==> config.mk <==
export PLATFORM = sky130hd
export DESIGN_NAME = uart_rx
export DESIGN_NICKNAME = d
export VERILOG_FILES = /design/src/rtl/uart_rx.sv
export SDC_FILE = /design/constraint.sdc
export NUM_CORES = 1
export LEC_CHECK = 0
export CAP_MARGIN = 20
export CELL_PAD_IN_SITES_DETAIL_PLACEMENT = 1
export CELL_PAD_IN_SITES_GLOBAL_PLACEMENT = 1
export CORE_UTILIZATION = 40
export CTS_CLUSTER_DIAMETER = 30
export DETAILED_ROUTE_END_ITERATION = 6
export GPL_TIMING_DRIVEN = 0
export PLACE_DENSITY = 0.74
export SETUP_SLACK_MARGIN = 0.02
export SYNTH_ARGS = -nofsm -noshare
export SYNTH_HDL_FRONTEND = slang
export SYNTH_SLANG_ARGS = --single-unit
==> constraint.sdc <==
create_clock -name clk -period 1.71 [get_ports clk]
set_input_delay 0.342 -clock clk [delete_from_list [all_inputs] [get_ports clk]]
set_output_delay 0.342 -clock clk [all_outputs]
set_load 0.05 [all_outputs]
==> src/rtl/uart_rx.sv <==
// uart_rx: 8N1 serial receiver. Oversamples the line at CLKS_PER_BIT clocks
// per bit, qualifies the start bit at its midpoint, shifts data in LSB first,
// checks the stop bit, and offers the byte on a valid/ack handshake.
// Every flop is clocked on the falling edge of clk.
module uart_rx #(
  parameter int CLKS_PER_BIT = 16
) (
  input  logic       clk,
  input  logic       rst_n,
  input  logic       ser_in,
  input  logic       dout_ack,
  output logic [7:0] dout_byte,
  output logic       dout_valid,
  output logic       frame_err,
  output logic       overrun_err,
  output logic       rx_busy
);

  localparam int HALF = CLKS_PER_BIT / 2;
  localparam int CW   = $clog2(CLKS_PER_BIT);
  localparam logic [CW-1:0] HALF_M1 = CW'(HALF - 1);
  localparam logic [CW-1:0] LAST    = CW'(CLKS_PER_BIT - 1);

  typedef enum logic [2:0] {
    S_IDLE, S_START, S_DATA, S_STOP, S_BREAK
  } state_t;

  logic [1:0]    sync_q;
  logic          rx_s;
  state_t        state_q, state_d;
  logic [CW-1:0] cnt_q, cnt_d;
  logic [2:0]    bit_q, bit_d;
  logic [7:0]    shreg_q, shreg_d;
  logic [7:0]    byte_q, byte_d;
  logic          valid_q, valid_d;
  logic          ferr_q, ferr_d;
  logic          ovr_q, ovr_d;
  logic          busy_q, busy_d;

  // Two-flop synchronizer; resets to the idle (high) line level so a reset
  // release never looks like a start edge.
  always_ff @(negedge clk or negedge rst_n) begin
    if (!rst_n) sync_q <= 2'b11;
    else        sync_q <= {sync_q[0], ser_in};
  end

  assign rx_s = sync_q[1];

  // State and datapath registers.
  always_ff @(negedge clk or negedge rst_n) begin
    if (!rst_n) begin
      state_q <= S_IDLE;
      cnt_q   <= '0;
      bit_q   <= '0;
      shreg_q <= '0;
      byte_q  <= '0;
      valid_q <= 1'b0;
      ferr_q  <= 1'b0;
      ovr_q   <= 1'b0;
      busy_q  <= 1'b0;
    end else begin
      state_q <= state_d;
      cnt_q   <= cnt_d;
      bit_q   <= bit_d;
      shreg_q <= shreg_d;
      byte_q  <= byte_d;
      valid_q <= valid_d;
      ferr_q  <= ferr_d;
      ovr_q   <= ovr_d;
      busy_q  <= busy_d;
    end
  end

  // Next-state logic. The cycle IDLE sees rx_s low is T0; the start bit is
  // checked at T0+HALF, data bit i at T0+HALF+(i+1)*CLKS_PER_BIT and the stop
  // bit at T0+HALF+9*CLKS_PER_BIT. A good stop bit returns straight to IDLE
  // so a following start bit with no idle gap is still caught.
  always_comb begin
    state_d = state_q;
    cnt_d   = cnt_q;
    bit_d   = bit_q;
    shreg_d = shreg_q;
    byte_d  = byte_q;
    valid_d = valid_q & ~dout_ack;
    ferr_d  = 1'b0;
    ovr_d   = 1'b0;
    case (state_q)
      S_IDLE: begin
        cnt_d = '0;
        bit_d = '0;
        if (!rx_s) state_d = S_START;
      end
      S_START: begin
        if (cnt_q == HALF_M1) begin
          cnt_d   = '0;
          bit_d   = '0;
          state_d = rx_s ? S_IDLE : S_DATA;  // high at midpoint = glitch
        end else begin
          cnt_d = cnt_q + CW'(1);
        end
      end
      S_DATA: begin
        if (cnt_q == LAST) begin
          cnt_d   = '0;
          shreg_d = {rx_s, shreg_q[7:1]};
          if (bit_q == 3'd7) state_d = S_STOP;
          else               bit_d   = bit_q + 3'd1;
        end else begin
          cnt_d = cnt_q + CW'(1);
        end
      end
      S_STOP: begin
        if (cnt_q == LAST) begin
          cnt_d = '0;
          if (rx_s) begin
            byte_d  = shreg_q;
            valid_d = 1'b1;
            // An ack landing on the load cycle consumes the old byte.
            ovr_d   = valid_q & ~dout_ack;
            state_d = S_IDLE;
          end else begin
            ferr_d  = 1'b1;
            state_d = S_BREAK;
          end
        end else begin
          cnt_d = cnt_q + CW'(1);
        end
      end
      S_BREAK: begin
        // Hold here while the line is low so a break gives one frame_err.
        if (rx_s) state_d = S_IDLE;
      end
      default: state_d = S_IDLE;
    endcase
    busy_d = (state_d != S_IDLE);
  end

  assign dout_byte   = byte_q;
  assign dout_valid  = valid_q;
  assign frame_err   = ferr_q;
  assign overrun_err = ovr_q;
  assign rx_busy     = busy_q;

endmodule
==> summary.txt <==
Floorplanning
  – Die W: roughly 62 um
  – Initial Util: between 40 and 50%
  – I/O Pins: 16
  – Core ar.: about 3400 um^2
  – Die height: 61.6 um
  – Die Area: 3790 um^2
  – Row count: 21

Hold path
  – Hold Path Depth: 0
  – Hold wc startpoint: sync_q[0]$_DFF_NN1_
  – Worst Hold End: sync_q[1]$_DFF_NN1_
  – Worst Hold Class: reg2reg

Route
  – ANT nets after route: 0
  – DR DRC count: 0
  – First-pass DRT Iterations: 4
  – Via density: 5.15
  – 1st-iter DRT viols: 16
  – Average wire per standard cell: 17.3 um
  – WL final: 3.35 mm
  – Vias: 999

Cells and area
  – Layout Nets: 154
  – Multi-input logic area: roughly 640 um^2
  – # fillers: 371
  – Final Instance Count excl. Fillers: 194
  – FF/Latch Area: 803 um^2
  – Utilization after layout: 56.8%
  – # diodes: 0
  – Share of cells above drive strength 1: 45.3%
  – Area delta synth->final: 34.6%

Power
  – Clock share of power: 25.7%
  – Overall power: 2440 uW
  – Sequential group share of total power: 39.3%
  – Switching share of power: between 30% and 40%
  – Cell Int Power: 1590 uW
  – Gate power share: 35.0%
  – Power per cell area: 1280 nW/um^2
  – Worst ir drop on vdd: 0.644 mV
  – Pleak: 0.000891 uW
  – Switching Power: around 850 uW

STA
  – Worst Skew: approximately 0.076 ns
  – Final setup violating endpoints: 13
  – PnR worst setup slack: -0.441 ns
  – Slew margin rel.: 53.4%
  – Slew @ Worst Pin: 0.699 ns
  – Slew Viols, Final: 0
  – Final hold violations: 0
  – RSZ-0062 raised after global routing: yes

Job
  – Max Cap Viol: 0

Placement
  – Number of I/O port buffers: 15
  – HPWL after DPL: approximately 1.7 mm
  – Pre-CTS setup slack: -0.687 ns
  – GP Congestion: roughly 0.72
  – Cells after DPL: 174

CTS
  – CTS sink cnt: 32
  – CTS H-tree depth: 2
  – Root Buffer: clkbuf_4
  – CTS max path bufs: 2
  – TritonCTS clock tree: built
  – CTS Hold Buffers Added: 0
  – Clk_lat worst skew: roughly 0.4 ns
  – CTS buffer count: 5
  – Reg clk slew, reported paths: ~0.07 ns

Critical path
  – Critical path launch point type: flop
  – Reg-to-reg startpoint: cnt_q[0]$_DFFE_NN0P_
  – Critical Setup Path Class: reg2out
  – Slowest CP cell: dfrtn_1
  – Register-to-Register Path Depth: 6
  – CP Capture Type: primary output
  – CP required: 1.37 ns
  – Top cell family by delay on the critical path: flip-flops
  – Critical path's largest stage delay: 0.45 ns
  – Worst reg2reg setup slack: -0.01 ns
  – Crit path DAT: roughly 1.8 ns
  – Worst path cell trace: buf_6
  – Max FO, Critical Path: 2
  – Buffers & Inverters on Critical Path: 1
  – FF-to-FF End: dout_byte[5]$_DFFE_NN0P_

GRT
  – Antenna violations before repair: 0
  – Largest net degree at the start of global routing: 33
  – Grt ovf: 0
  – All-Layer GR Usage: 18.4%
  – First-pass GRT wire length: 4.82 mm
  – Vias in the first global route: 1013

Synth
  – Cell count after synthesis: 113
  – Dominant cells by area after synthesis: dfrtn_1 (53%), mux2_2 (13%), dfstp_2 (3.7%), ha_1 (2.6%), nor2_1 (2.1%)
  – Synth Register Bits: 32
  – Post-Synth Simple-Gate Area: 14.7%
  – Cell Area, Synth: 1420 um^2
  – Largest area contributor in the netlist: dfrtn_1
  – Sequential area share after synthesis: 56.6%
  – Number of flops mapped to enable cells by yosys: 0
  – Most common cell in the netlist: dfrtn_1
  – Synth Area in XOR/XNOR: 0%
  – Synth Net Count: 120
  – Synth cell count leaders: dfrtn_1 (30), mux2_2 (17), nor2_1 (8)
  – Yosys warning count: 0
  – Post-synthesis mux area share: 14.9%
  – Asr flop ratio synth: 100%
  – Post-synthesis adder-cell area fraction: 2.64%
  – Syn Area/Cell: 12.6 um^2
  – Post-synth top area share: roughly 53%
  – Complex-gate fraction of the synthesized area: 7.31%
  – Synth cell types: 35
  – Most used flip-flop cell after synthesis: dfrtn_1
  – Main combinational cell family by area after synthesis: multiplexers

Outcome
  – Outcome: complete, but fails checks
  – Failing checks: setup timing
==> kinds of logic (layout without fill, tap and decap cells) <==
group	count (synthesis)	after routing
fa+ha+maj	3	3
flops	32	32
simple gates	32	32
compound gates	16	16
buf+inv	11	46
mux	19	19
==> how the worst max path moves through the flow <==
| stage | slack (ns) | to | cells after the start | from |
|---|---|---|---|---|
| after CTS | -0.44 | dout_byte[7] | 1 | dout_byte[7]$_DFFE_NN0P_ |
| after detailed placement | -0.69 | dout_byte[0] | 1 | dout_byte[0]$_DFFE_NN0P_ |
| after floorplan | -0.15 | dout_valid | 0 | dout_valid$_DFF_NN0_ |
| after global routing | -0.48 | dout_byte[4] | 1 | dout_byte[4]$_DFFE_NN0P_ |
| final | -0.44 | dout_byte[6] | 1 | dout_byte[6]$_DFFE_NN0P_ |
| after global placement | -1.05 | dout_byte[4]$_DFFE_NN0P_ | 1 | rst_n |
==> registers in the layout (all words and copies together) (netlist names) <==
signal / count
frame_err: 1
dout_valid: 1
shreg_q: 8
cnt_q: 4
dout_byte: 8
state_q: 3
rx_busy: 1
sync_q: 2
bit_q: 3
overrun_err: 1
==> stage by stage <==
stage | hold slack, ns | setup TNS (ns) | area, um^2
5_1_grt | 0.353 | -5.55 | 1910
3_5_place_dp | 0.354 | -11.34 | 1640
6_report | 0.364 | -4.97 | 1910
2_1_floorplan | 0.345 | -1.94 | 1440
4_1_cts | 0.356 | -5.06 | 1830
3_3_place_gp | 0.348 | -44.05 | 1650
==> power groups by stage <==
stage               Sequential (uW)  Combinational, uW  Clock (uW)
floorplan                       991                509        11.0
global placement                965                654        11.0
detailed placement              970                692        11.0
CTS                             951                773         639
global route                    974                938         681
finish                          960                855         628
==> what timing repair did <==
item,4_1_cts,5_1_grt
setup buffers,9,3
resized for setup,90,18
pin swaps,5,1
endpoints found under the setup margin,30,28
==> cells in the final DEF, fill, tap and decap left out, types with 2 or more instances in the layout <==
cell type / netlist / routed
buf_6: 1 / 14
nand3_1: 3 / 3
mux2_2: 17 / 2
o21ai_0: 4 / 4
nand2b_1: 3 / 3
clkbuf_4: 1 / 6
a21oi_1: 5 / 5
nand2_1: 5 / 5
buf_4: 0 / 11
mux2_4: 0 / 15
clkdlybuf4s50_1: 0 / 2
ha_1: 3 / 2
mux2i_1: 2 / 2
dfrtn_1: 30 / 30
dfstp_2: 2 / 2
nor2_1: 8 / 7
inv_1: 6 / 7
==> routing by layer <==
| layer | vias up | global-route usage (%) | share of wire (%) |
|---|---|---|---|
| met5 | - | 0 | 0 |
| met1 | 503 | 23.1 | 43 |
| li1 | 467 | - | - |
| met4 | 0 | 12.4 | 2.4 |
| met3 | 9 | 4.20 | 2.6 |
| met2 | 20 | 28.3 | 52 |
==> final cells by class <==
type | count | area share, %
plain buffers | 4 | 1.64
clock buffers | 5 | 1.96
clock inverters | 5 | 2.81
inverters | 5 | 0.982
multi-input cells | 70 | 33.6
flip-flops and latches | 32 | 42.0
well taps | 46 | 3.01
repair buffers | 27 | 13.9
No activity file was read; power rests on OpenSTA's default activity.
